<file path="src/rtl/shot_controller.sv">
// Turn/projectile engine for the two-tank artillery game: fire charge, ballistic flight,
// hit/miss resolution, scoring and turn hand-over. Define SHOT_WIND_EN for LFSR wind drift.
module shot_controller #(
  parameter int POWER_MAX  = 63,
  parameter int GRAVITY    = 1,
  parameter int GROUND_Y   = 384,
  parameter int SCREEN_W   = 640,
  parameter int HIT_RADIUS = 8,
  parameter int MUZZLE_DY  = 8
) (
  input  logic       clk5,
  input  logic       rst,
  input  logic       M,
  input  logic [9:0] x0_in,
  input  logic [9:0] y0_in,
  input  logic [9:0] x1_in,
  input  logic [9:0] y1_in,
  output logic       turn,
  output logic       shooting,
  output logic [9:0] shell_x,
  output logic [9:0] shell_y,
  output logic       shell_vis,
  output logic       hit,
  output logic [3:0] score0,
`ifdef SHOT_WIND_EN
  output logic [1:0] wind,
`endif
  output logic [3:0] score1
);

  typedef enum logic [2:0] {IDLE, CHARGE, LAUNCH, FLIGHT, RESOLVE} state_t;

  localparam logic signed [12:0] HR_S     = 13'(HIT_RADIUS);
  localparam logic signed [12:0] GROUND_S = 13'(GROUND_Y);
  localparam logic signed [12:0] SCRW_S   = 13'(SCREEN_W);
  localparam logic signed [10:0] MUZZLE_S = 11'(MUZZLE_DY);

  state_t             state_q, state_d;
  logic               turn_q, turn_d, shooting_q, shooting_d;
  logic               vis_q, vis_d, hit_q, hit_d, hitflag_q, hitflag_d;
  logic               m_prev_q;
  logic [10:0]        x_q, x_d;
  logic signed [10:0] sy_q, sy_d;
  logic [5:0]         power_q, power_d;
  logic [3:0]         score0_q, score0_d, score1_q, score1_d;
  logic [3:0]         vx_q, vx_d;
  logic signed [7:0]  vy_q, vy_d;

  logic               fire, hit_now, gnd_now, off_now;
  logic [9:0]         shoot_x, shoot_y, tgt_x, tgt_y;
  logic signed [10:0] launch_y;
  logic signed [12:0] step_x, wind_x, nx, ny, dxt, tgt_top;

  function automatic logic [5:0] power_sat_inc(input logic [5:0] p);
    return (p >= 6'(POWER_MAX)) ? 6'(POWER_MAX) : p + 6'd1;
  endfunction

  function automatic logic [3:0] score_sat_inc(input logic [3:0] s);
    return (s == 4'hF) ? s : s + 4'd1;
  endfunction

  function automatic logic signed [7:0] vy_fall(input logic signed [7:0] v);
    logic signed [8:0] s;
    s = 9'(v) + 9'(GRAVITY);
    return (s > 9'sd31) ? 8'sd31 : 8'(s);
  endfunction

`ifdef SHOT_WIND_EN
  logic [7:0] lfsr_q, lfsr_d;
  logic [2:0] fcnt_q, fcnt_d;
  assign wind   = lfsr_q[1:0];
  assign wind_x = (fcnt_q == 3'd7) ? 13'(signed'(lfsr_q[1:0])) : 13'sd0;
`else
  assign wind_x = 13'sd0;
`endif

  // Stage boundary: combinational shot geometry on the candidate next position
  assign fire     = M & ~m_prev_q;
  assign shoot_x  = turn_q ? x1_in : x0_in;
  assign shoot_y  = turn_q ? y1_in : y0_in;
  assign tgt_x    = turn_q ? x0_in : x1_in;
  assign tgt_y    = turn_q ? y0_in : y1_in;
  assign launch_y = signed'({1'b0, shoot_y}) - MUZZLE_S;
  assign step_x   = turn_q ? -signed'({9'd0, vx_q}) : signed'({9'd0, vx_q});
  assign nx       = signed'({2'b00, x_q}) + step_x + wind_x;
  assign ny       = 13'(sy_q) + 13'(vy_q);
  assign dxt      = nx - signed'({3'b000, tgt_x});
  assign tgt_top  = signed'({3'b000, tgt_y}) - HR_S;
  assign hit_now  = (dxt >= -HR_S) && (dxt <= HR_S) && (ny >= tgt_top);
  assign gnd_now  = ny >= GROUND_S;
  assign off_now  = (nx < 13'sd0) || (!turn_q && nx >= SCRW_S);

  always_comb begin
    state_d    = state_q;
    turn_d     = turn_q;
    shooting_d = shooting_q;
    vis_d      = vis_q;
    hit_d      = 1'b0;
    hitflag_d  = hitflag_q;
    x_d        = x_q;
    sy_d       = sy_q;
    power_d    = power_q;
    score0_d   = score0_q;
    score1_d   = score1_q;
    vx_d       = vx_q;
    vy_d       = vy_q;
`ifdef SHOT_WIND_EN
    lfsr_d     = lfsr_q;
    fcnt_d     = fcnt_q;
`endif
    unique case (state_q)
      IDLE: begin
        shooting_d = 1'b0;
        vis_d      = 1'b0;
        if (fire) begin
          state_d    = CHARGE;
          power_d    = '0;
          shooting_d = 1'b1;
        end
      end
      CHARGE: begin
        if (M) power_d = power_sat_inc(power_q);
        else   state_d = LAUNCH;
      end
      LAUNCH: begin
        x_d       = {1'b0, shoot_x};
        sy_d      = launch_y;
        vx_d      = 4'd1 + {1'b0, power_q[5:3]};
        vy_d      = -signed'({3'b000, power_q[5:1]});
        vis_d     = ~launch_y[10];
        hitflag_d = 1'b0;
        state_d   = FLIGHT;
`ifdef SHOT_WIND_EN
        fcnt_d    = 3'd0;
`endif
      end
      FLIGHT: begin
        x_d   = nx[10:0];
        sy_d  = ny[10:0];
        vy_d  = vy_fall(vy_q);
        vis_d = ~ny[12];
        if (hit_now || gnd_now || off_now) begin
          state_d   = RESOLVE;
          hitflag_d = hit_now;
        end
`ifdef SHOT_WIND_EN
        fcnt_d = fcnt_q + 3'd1;
`endif
      end
      RESOLVE: begin
        vis_d      = 1'b0;
        hit_d      = hitflag_q;
        if (hitflag_q && !turn_q) score0_d = score_sat_inc(score0_q);
        if (hitflag_q &&  turn_q) score1_d = score_sat_inc(score1_q);
        turn_d     = ~turn_q;
        shooting_d = 1'b0;
        state_d    = IDLE;
`ifdef SHOT_WIND_EN
        lfsr_d = {lfsr_q[6:0], lfsr_q[7] ^ lfsr_q[5] ^ lfsr_q[4] ^ lfsr_q[3]};
`endif
      end
      default: state_d = IDLE;
    endcase
  end

  // Stage boundary: registered control and visible shell state
  always_ff @(posedge clk5 or posedge rst) begin
    if (rst) begin
      state_q    <= IDLE;
      turn_q     <= 1'b0;
      shooting_q <= 1'b0;
      vis_q      <= 1'b0;
      hit_q      <= 1'b0;
      hitflag_q  <= 1'b0;
      m_prev_q   <= 1'b1;
      x_q        <= '0;
      sy_q       <= '0;
      power_q    <= '0;
      score0_q   <= '0;
      score1_q   <= '0;
`ifdef SHOT_WIND_EN
      lfsr_q     <= 8'hA5;
      fcnt_q     <= '0;
`endif
    end else begin
      state_q    <= state_d;
      turn_q     <= turn_d;
      shooting_q <= shooting_d;
      vis_q      <= vis_d;
      hit_q      <= hit_d;
      hitflag_q  <= hitflag_d;
      m_prev_q   <= M;
      x_q        <= x_d;
      sy_q       <= sy_d;
      power_q    <= power_d;
      score0_q   <= score0_d;
      score1_q   <= score1_d;
`ifdef SHOT_WIND_EN
      lfsr_q     <= lfsr_d;
      fcnt_q     <= fcnt_d;
`endif
    end
  end

  // Velocities are pure datapath, always loaded at LAUNCH before use
  always_ff @(posedge clk5) begin
    vx_q <= vx_d;
    vy_q <= vy_d;
  end

  assign turn      = turn_q;
  assign shooting  = shooting_q;
  assign shell_x   = x_q[9:0];
  assign shell_y   = sy_q[9:0];
  assign shell_vis = vis_q;
  assign hit       = hit_q;
  assign score0    = score0_q;
  assign score1    = score1_q;

endmodule

</file>
<file path="config.mk">
export PLATFORM = sky130hd
export DESIGN_NAME = shot_controller
export DESIGN_NICKNAME = d
export VERILOG_FILES = /design/src/rtl/shot_controller.sv
export SDC_FILE = /design/constraint.sdc
export NUM_CORES = 1
export LEC_CHECK = 0
export CAP_MARGIN = 25
export CORE_MARGIN = 8
export CORE_UTILIZATION = 57
export DETAILED_ROUTE_END_ITERATION = 16
export GPL_TIMING_DRIVEN = 1
export PLACE_DENSITY_LB_ADDON = 0.05
export SLEW_MARGIN = 5
export SYNTH_ARGS = -nofsm -noshare
export SYNTH_HDL_FRONTEND = slang
export SYNTH_SLANG_ARGS = --single-unit
export TNS_END_PERCENT = 10
</file>
<file path="constraint.sdc">
create_clock -name clk5 -period 7.3 [get_ports clk5]
set_input_delay 0.73 -clock clk5 [delete_from_list [all_inputs] [get_ports clk5]]
set_output_delay 0.73 -clock clk5 [all_outputs]
set_load 0.005 [all_outputs]
</file>
-- Word level (Yosys, flattened, before mapping)
Cells that the tools add are included.
Widths: inputs -> output; s select.
- input bits: 43
- logic and storage cells: 94
- register bits after elaboration: 57
- output and inout port bits: 32
- reductions and logical operators: 20
- muxes and demuxes: 23
- bitwise operators: 7
- equal/unequal tests: 10
- $add $sub $neg: 12
- magnitude comparators: 8
- operator list (cell ; number):
    $pmux 11 s2 ; 2
    $mux 10 ; 4
    $sub 10x4->11 const B ; 2
    $mux 6 ; 3
    $pmux 8 s2 ; 1
    $add 12x13->13 ; 1
    $ge 13x11->1 const B ; 1
    $ge 13x4->1 const B ; 1
    $le 13x5->1 const B ; 1
    $lt 13x1->1 const B ; 1
    $mux 13 ; 1
    $neg 4->13 ; 1
    $sub 13x11->13 ; 1
    $add 11x8->12 ; 1
    $ge 12x10->1 const B ; 1
    $ge 12x11->1 ; 1
    $pmux 3 s4 ; 1
    $pmux 6 s2 ; 1
    $reduce_and 3->1 ; 4
    $add 8x2->9 const B ; 1
    $gt 9x6->1 const B ; 1
    $mux 3 ; 3
    $add 4x1->4 const B ; 2
    $eq 4x4->1 const B ; 2
    22 further kinds ; 42

-- Longest topological paths before layout
Gate-level depths: netlist (run 1).
- word-level depth: 11
- gate-level depth with buffers: 22
- mapped depth without buffers: 20

-- Worst setup path before layout (run 1)
OpenSTA, ideal clock, no wires.
- path type: reg-to-reg
- start: reg turn_q, in the netlist turn
- end: reg state_q[0]
- setup time: 0.125 ns
- path slack: 1.762 ns
- arrival time: 5.413 ns
- stages on the path, launching flop included: 21
- buffers on the path: 5
- path through: dfrtp_1 > buf_2 > buf_1 > clkbuf_1 > clkbuf_1 > buf_1 > o21ai_0 > fa_1 > a21o_1 > a21oi_1 > xnor2_1 > ha_1 > o21a_1 > o22a_1 > o41a_1 > o211ai_1 > a21oi_1 > or4b_1 > a2111oi_0 > and3_1 > o31ai_1
- word-level cells in the longest chain between the ends: 10
- elaborated cells between the ends (all ways): 20
- those cells by class: add/sub (3); order compare (5); eq/ne (1); mux (3); reduce/logical (8)
- RTL lines (element ; RTL line ; RTL):
    start: declaration ; 39 ; logic turn_q, turn_d, shooting_q, shooting_d;
    start signal: assignment ; 187 ; turn_q <= turn_d;
    $mux 13 ; 84 ; assign step_x = turn_q ? -signed'({9'd0, vx_q}) : signed'({9'd0, vx_q});
    $add 12x13->13 ; 85 ; assign nx = signed'({2'b00, x_q}) + step_x + wind_x;
    $sub 13x11->13 ; 87 ; assign dxt = nx - signed'({3'b000, tgt_x});
    $ge 13x4->1 or $le 13x5->1 (tied branches) ; 89 ; assign hit_now = (dxt >= -HR_S) && (dxt <= HR_S) && (ny >= tgt_top);
    $logic_and 1x1->1 (2 in series) ; 89 ;
    $logic_or 1x1->1 ; 142 ; if (hit_now || gnd_now || off_now) begin
    $logic_or 1x1->1 * ; 142 ;
    $ne 2x2->1 (no source line) * ; n/a ;
    $reduce_and 3->1 (no source line) * ; n/a ;
    end signal: assignment ; 186 ; state_q <= state_d;
    end: declaration ; 38 ; state_t state_q, state_d;
Every way passes the cells marked *; elsewhere a longest branch is shown, timed or not.
A chain may end at the register's enable or synchronous reset.

-- Final worst setup path (run 1)
- start: reg vx_q[0]
- end: reg state_q[1]
- word-level cells in the longest chain between the ends: 11
- elaborated cells between the ends (all ways): 16
- those cells by class: add/sub (3); order compare (4); eq/ne (1); mux (1); reduce/logical (7)
- RTL lines (element ; RTL line ; RTL):
    start: declaration ; 46 ; logic [3:0] vx_q, vx_d;
    start signal: assignment ; 207 ; vx_q <= vx_d;
    $neg 4->13 ; 84 ;
    $mux 13 * ; 84 ;
    $add 12x13->13 * ; 85 ;
    $sub 13x11->13 ; 87 ;
    $ge 13x4->1 or $le 13x5->1 (tied branches) ; 89 ;
    $logic_and 1x1->1 (2 in series) ; 89 ;
    $logic_or 1x1->1 ; 142 ;
    $logic_or 1x1->1 * ; 142 ;
    $ne 2x2->1 (no source line) * ; n/a ;
    $reduce_and 3->1 (no source line) * ; n/a ;
Marks and branches as above.

==> results.md, run 1 <==
* Outcome: complete, no violations
* Cells taking the most area after synthesis: sky130_fd_sc_hd__dfrtp_1 19%, sky130_fd_sc_hd__ha_1 12%, sky130_fd_sc_hd__mux2i_1 6.5%
* Post-Syn Area at 5880 µm²
* Remaining antenna violation count at 0
* Avg Inst Size Synth at 8.29 µm²
* Gr ovfl total at 0
* Global routing's busiest layer: met2
* Reported max-cap violation count at 0
* Number of detailed-route iterations in the first pass at 5
* EDFF count, synth at 12
* Actual transition at the worst max-transition pin at 0.816 ns
* Area growth from synthesis to layout at 14.9%
* Non-filler cells in the finished layout at 892
* Fraction of final layout cells sized beyond drive strength 1 at 0.0556
* Met1 Resource Use GR at 0.301
* Pin count of the biggest net entering global routing at 46
* Number of warnings printed during yosys synthesis at 0
* Number of standard-cell rows in the floorplan at 37
* Total setup violations reported at the end of the flow at 0
* Hold Worst Slack at 0.491 ns
* Number of cells upsized or downsized after cts at 0
* M2 GR Usage at 0.367
* Hold Vio Cnt, Final at 0
* # placed instances at 875
* Final slew viol count at 0
* Overall die area at 13,800 µm²
* Syn Inst Count at 709
* Hold Buf Count CTS at 0
* Critical path capture point type: flip-flop
* Worst setup timing slack at the placement stage at 2.32 ns
* Core box area at 10,200 µm²
* Global-route met3 utilization at 0.0417
* Count of vias placed by the detailed router at 5,331
* DRC violations left at 0
* Min Tclk post-route at 5.09 ns
* Filler cell count at 859
* Total inserted antenna cells at 0
* Final-stage net count at 852
* All-layer global routing usage at 0.226
* Vias per std cell at 5.98
* Die height at 118 µm
* Most common flop cell mapped by yosys: sky130_fd_sc_hd__dfrtp_1
* Critical path arrival at 5.32 ns
* Worst setup skew after layout at 0.0155 ns
* Die W at 118 µm
* CTS buffer count at 9
* Share of Yosys cell area claimed by the top area cell type at 0.187
* Number of sinks handled by clock tree synthesis at 57
* Hpwl dp at 12,100 µm
* Initial Utilization at 0.577
* Number of DRC markers after the initial detailed-route iteration at 366
* Clock transition at the registers of the reported paths at 0.07 ns
* Setup slack of the critical path after layout at 2.21 ns
* Clock tree from TritonCTS: yes
* Post-synthesis net count at 810
* Setup Total Neg Slack at 0 ns
* Worst endpoint required time at 7.52 ns
* Setup repair after global routing missed its margin: no
* Path type of the worst min-delay path: flip-flop to flip-flop
* DR WL/cell at 17.4 µm
* Total of flip-flops plus latches after synthesis at 57
* Startpoint-to-endpoint class of the critical path: flip-flop to flip-flop
* Critical Path Source Type: flip-flop
* Clk_lat worst skew at 0.35 ns
* Number of buffers on the longest clock path at 2
* Cell chosen for the clock root: sky130_fd_sc_hd__clkbuf_8
* Final Routed Wirelength at 15,500 µm
* Total I/O pin count at 75
* Deepest level of the CTS H-tree at 3
* Distinct cell type count after synthesis at 76
* Fraction of registers with async set or reset after synthesis at 0.789
* Sequential area share after synthesis at 0.253
* CP max FO at 7
* Global-route wire length before repair at 26,100 µm
* Setup Fix Bufs, Post-CTS at 0
* Via count of the first global-routing pass at 5,234
* Antenna violations before repair at 0
* Slew headroom at 0.456
* Cell type contributing the most total cell area after synthesis: sky130_fd_sc_hd__dfrtp_1
* Placer's final routability congestion estimate at 0.896
* Fmax at 196 MHz
* Share of the clock period used by the worst path after layout at 0.698
* I/O Buffers at 74
==> kinds of logic after synthesis <==
kind of cell             share of synthesized area
AO/OA/AOI/OAI                                0.226
XOR/XNOR                                    0.0626
adder cells (fa/ha/maj)                      0.127
buffers and inverters                       0.0637
flip-flops                                   0.253
multiplexers                                0.0843
AND/OR/NAND/NOR                              0.183
==> final cells by class <==
type / instances / area (µm²) / share of cell area
Tap cell: 136 / 170 / 0.0252
Clock inverter: 6 / 58.8 / 0.00871
Timing Repair Buffer: 78 / 783 / 0.116
Multi-Input combinational cell: 576 / 4010 / 0.595
Inverter: 29 / 109 / 0.0161
Clock buffer: 10 / 128 / 0.0189
Sequential cell: 57 / 1490 / 0.221
==> cells in the mapped netlist, types with 4 or more instances <==
master	number
sky130_fd_sc_hd__xor2_1	14
sky130_fd_sc_hd__or3_1	6
sky130_fd_sc_hd__clkbuf_1	16
sky130_fd_sc_hd__nor2_1	65
sky130_fd_sc_hd__o211ai_1	7
sky130_fd_sc_hd__nand2_1	63
sky130_fd_sc_hd__nor3b_1	5
sky130_fd_sc_hd__edfxtp_1	12
sky130_fd_sc_hd__o21bai_1	4
sky130_fd_sc_hd__o21a_1	7
sky130_fd_sc_hd__and2_1	4
sky130_fd_sc_hd__nor3_1	15
sky130_fd_sc_hd__buf_1	7
sky130_fd_sc_hd__nand3_1	18
sky130_fd_sc_hd__buf_4	21
sky130_fd_sc_hd__nand2b_1	9
sky130_fd_sc_hd__mux2_2	9
sky130_fd_sc_hd__and3_1	8
sky130_fd_sc_hd__a21o_1	11
sky130_fd_sc_hd__xnor2_1	28
sky130_fd_sc_hd__nor4_1	4
sky130_fd_sc_hd__o21ai_0	52
sky130_fd_sc_hd__o31ai_1	8
sky130_fd_sc_hd__nor2b_1	5
sky130_fd_sc_hd__inv_1	29
sky130_fd_sc_hd__mux2i_1	38
sky130_fd_sc_hd__a21oi_1	56
sky130_fd_sc_hd__ha_1	55
sky130_fd_sc_hd__a31oi_1	11
sky130_fd_sc_hd__dfrtp_1	44
sky130_fd_sc_hd__a211oi_1	8
==> routing by layer <==
metal  part of all wire  wire, µm  vias up
li1                   -         -     2666
met1               0.49      7670     2499
met2               0.45      6940      147
met3              0.046       711       19
met4              0.013       198        0
met5                  0         0        -
==> sequential cells by signal, indices dropped and copies added, names as in the netlist <==
| register | cells |
|---|---|
| m_prev_q | 1 |
| shooting | 1 |
| x_q | 11 |
| hit | 1 |
| sy_q | 11 |
| shell_vis | 1 |
| power_q | 6 |
| hitflag_q | 1 |
| vy_q | 8 |
| score0 | 4 |
| vx_q | 4 |
| state_q | 3 |
| score1 | 4 |
| turn | 1 |
==> worst paths after layout <==
path / from / to / slack [ns] / cells past startpoint
min reg2reg: hitflag_q / hitflag_q / 0.49 / 1
min in group asynchronous: rst / sy_q[1] / 0.73 / 2
max in group asynchronous: rst / turn / 6.02 / 3
max: vx_q[0] / state_q[1] / 2.21 / 20
min: hitflag_q / hitflag_q / 0.49 / 1
max reg2reg: vx_q[0] / state_q[1] / 2.21 / 20
==> placed cells by master (no fill, tap or decap), types with 28 or more instances in the layout <==
| master | netlist | final |
|---|---|---|
| sky130_fd_sc_hd__clkdlybuf4s50_1 | 0 | 74 |
| sky130_fd_sc_hd__nor2_1 | 65 | 65 |
| sky130_fd_sc_hd__nand2_1 | 63 | 63 |
| sky130_fd_sc_hd__a21oi_1 | 56 | 56 |
| sky130_fd_sc_hd__ha_1 | 55 | 55 |
| sky130_fd_sc_hd__o21ai_0 | 52 | 52 |
| sky130_fd_sc_hd__dfrtp_1 | 44 | 43 |
| sky130_fd_sc_hd__mux2i_1 | 38 | 38 |
| sky130_fd_sc_hd__inv_1 | 29 | 28 |
| sky130_fd_sc_hd__xnor2_1 | 28 | 28 |
==> per-stage QoR <==
step | area (µm²) | util
CTS | 6730 | 0.661
detailed placement | 6550 | 0.643
floorplan | 5880 | -
global route | 6750 | 0.663
finish | 6750 | 0.663
global placement | 6550 | 0.643
==> worst max-delay path: stages, from the launching register on <==
cell                        delay, ns
sky130_fd_sc_hd__edfxtp_1        0.48
sky130_fd_sc_hd__inv_1           0.11
sky130_fd_sc_hd__ha_1            0.15
sky130_fd_sc_hd__nor3b_1         0.24
sky130_fd_sc_hd__nand2b_1        0.20
sky130_fd_sc_hd__inv_1           0.12
sky130_fd_sc_hd__ha_1            0.41
sky130_fd_sc_hd__nand2_1         0.15
sky130_fd_sc_hd__nor3b_2         0.34
sky130_fd_sc_hd__nor2_1          0.11
sky130_fd_sc_hd__xnor2_1         0.22
sky130_fd_sc_hd__ha_1            0.30
sky130_fd_sc_hd__o21a_1          0.13
sky130_fd_sc_hd__o22a_1          0.17
sky130_fd_sc_hd__o41a_1          0.15
sky130_fd_sc_hd__o211ai_1        0.29
sky130_fd_sc_hd__a21oi_1         0.14
sky130_fd_sc_hd__or4b_1          0.50
sky130_fd_sc_hd__a2111oi_0       0.43
sky130_fd_sc_hd__and3_1          0.25
sky130_fd_sc_hd__o21ai_1         0.08
Power of run 1 is left out: the tool's default activity adds up to more than one toggle a clock period on the data nets, which glitch-free logic cannot reach.
==> inputs of run 2 (changes only) <==
==> constraint.sdc (replaced) <==
create_clock -name clk5 -period 5.2 [get_ports clk5]
set_input_delay 0.52 -clock clk5 [delete_from_list [all_inputs] [get_ports clk5]]
set_output_delay 0.52 -clock clk5 [all_outputs]
set_load 0.005 [all_outputs]
==> run 2 against run 1 <==
Compared with the run above: clock-buffer cell count is 1 lower; worst setup slack worse by 1.8 ns; non-clock buffer count is 2 higher; utilization is 0.086 points lower; critical endpoint is now state_q[0]; flip-flop and latch count stayed put; cell area is 0.13% lower; critical path type unchanged.
==> results.md, run 2 (same netlist as run 1, synthesis figures left out) <==
* Outcome: complete, no violations
* Count of vias placed by the detailed router at 5,358
* Worst endpoint required time at 5.43 ns
* Hpwl dp at 12,100 µm
* Largest registers ranked by flip-flop count: sy_q: 11 flops, x_q: 11 flops, vy_q: 8 flops
* CP max FO at 7
* Clock tree from TritonCTS: yes
* Standard cell with the maximum stage delay on the critical path: sky130_fd_sc_hd__or4b_1
* Commonest cells after routing, fill and taps aside: 74 x sky130_fd_sc_hd__clkdlybuf4s50_1, 65 x sky130_fd_sc_hd__nor2_1, 63 x sky130_fd_sc_hd__nand2_1
* Setup repair after global routing missed its margin: no
* Antenna violations before repair at 0
* Number of sinks handled by clock tree synthesis at 57
* Hold Buf Count CTS at 0
* Setup Total Neg Slack at 0 ns
* Core box area at 10,200 µm²
* DRC violations left at 0
* Setup Fix Bufs, Post-CTS at 0
* Final instance area at 6740 µm²
* Deepest level of the CTS H-tree at 3
* Final slew viol count at 0
* Critical Path Source Type: flip-flop
* Fmax at 210 MHz
* Global-route wire length before repair at 25,800 µm
* Filler cell count at 876
* Cells traversed along the worst timing path: inv_1, ha_1, nor3b_1, nand2b_1, inv_1, ha_1, nand2_1, nor3b_4, nor2_1, xnor2_1, ha_1, o21a_1, o22a_1, o41a_1, o211ai_1, a21oi_1, or4b_1, a2111oi_0, and3_1, o31ai_1
* Final-stage net count at 854
* Hold Vio Cnt, Final at 0
* Clock transition at the registers of the reported paths at 0.07 ns
* Number of buffers on the longest clock path at 2
* Actual transition at the worst max-transition pin at 0.937 ns
* Remaining antenna violation count at 0
* Slowest cell delay on critical path at 0.47 ns
* Cell chosen for the clock root: sky130_fd_sc_hd__clkbuf_8
* Initial Utilization at 0.577
* Final Routed Wirelength at 15,400 µm
* Cell area after placement at 6570 µm²
* Fraction of final layout cells sized beyond drive strength 1 at 0.0607
* Startpoint-to-endpoint class of the critical path: flip-flop to flip-flop
* Critical path capture point type: flip-flop
* Critical path arrival at 5.00 ns
* Share of the clock period used by the worst path after layout at 0.916
* Clk_lat worst skew at 0.35 ns
* Number of cells upsized or downsized after cts at 0
* Number of DRC markers after the initial detailed-route iteration at 295
* All-layer global routing usage at 0.224
* Path type of the worst min-delay path: flip-flop to flip-flop
* Min Tclk post-route at 4.76 ns
* Most frequent standard cell in the layout excluding fill and tap cells: sky130_fd_sc_hd__clkdlybuf4s50_1
* DR WL/cell at 17.2 µm
* Vias per std cell at 5.99
* Die height at 118 µm
* Total setup violations reported at the end of the flow at 0
* I/O Buffers at 74
* Top cell by count, worst path: sky130_fd_sc_hd__ha_1
* Overall die area at 13,800 µm²
* Slew headroom at 0.375
* Pin count of the biggest net entering global routing at 46
* Gr ovfl total at 0
* Placer's final routability congestion estimate at 0.899
* Number of standard-cell rows in the floorplan at 37
* Die W at 118 µm
* Total I/O pin count at 75
* Via count of the first global-routing pass at 5,261
* Area growth from synthesis to layout at 14.8%
* Worst setup skew after layout at 0.0124 ns
* CTS buffer count at 9
* Number of buffers and inverters on the critical path at 2
* Number of detailed-route iterations in the first pass at 4
* Cell type group with the largest total delay on the critical path: simple AND/OR/NAND/NOR gates
* Total inserted antenna cells at 0
* Reported max-cap violation count at 0
==> run 2: path summary, 6_finish.rpt <==
kind | from | slack [ns] | endpoint | cells after the start
min in group asynchronous | rst | 0.64 | score0[3] | 3
max in group asynchronous | rst | 4.10 | turn | 3
worst max-delay path | vx_q[0] | 0.44 | state_q[0] | 20
worst min-delay path | hitflag_q | 0.51 | hitflag_q | 1
worst max register to register | vx_q[0] | 0.44 | state_q[0] | 20
worst min register to register | hitflag_q | 0.51 | hitflag_q | 1
==> run 2: per-layer routing <==
metal  part of all wire  routed length [µm]  track usage  vias up
met5                  0                   0            0        -
met4              0.013                 199       0.0608        0
met3              0.060                 918       0.0513       22
met2               0.46                7090        0.362      152
met1               0.47                7200        0.292     2515
li1                   -                   -            -     2669
==> run 2: final cells by class <==
cell class	instances	area (µm²)	share of cell area
Multi-Input combinational cell	576	4020	0.596
Inverter	29	109	0.0161
Sequential cell	57	1490	0.221
Clock inverter	7	45.0	0.00668
Tap cell	136	170	0.0252
Timing Repair Buffer	80	786	0.117
Clock buffer	9	124	0.0184
==> run 2: metrics by stage <==
step                cells  hold slack [ns]  worst slack, ns   util
floorplan             709            0.448            0.142      -
global placement      878            0.484            0.685  0.645
detailed placement    878            0.483            0.450  0.645
CTS                   894            0.507            0.430  0.661
global route          894            0.527           0.0362  0.662
finish                894            0.511            0.437  0.662
Power of run 2 is left out for the same reason.
==> inputs of run 3 (changes only) <==
--- a/config.mk
+++ b/config.mk
@@ -8,6 +8,7 @@
 export CAP_MARGIN = 25
 export CORE_MARGIN = 8
 export CORE_UTILIZATION = 57
+export CTS_CLUSTER_SIZE = 28
 export DETAILED_ROUTE_END_ITERATION = 16
 export GPL_TIMING_DRIVEN = 1
 export PLACE_DENSITY_LB_ADDON = 0.05
==> results of run 3 <==
Final layout, timing and power as in run 2 (identical DEF).
Power of run 3 is left out for the same reason.
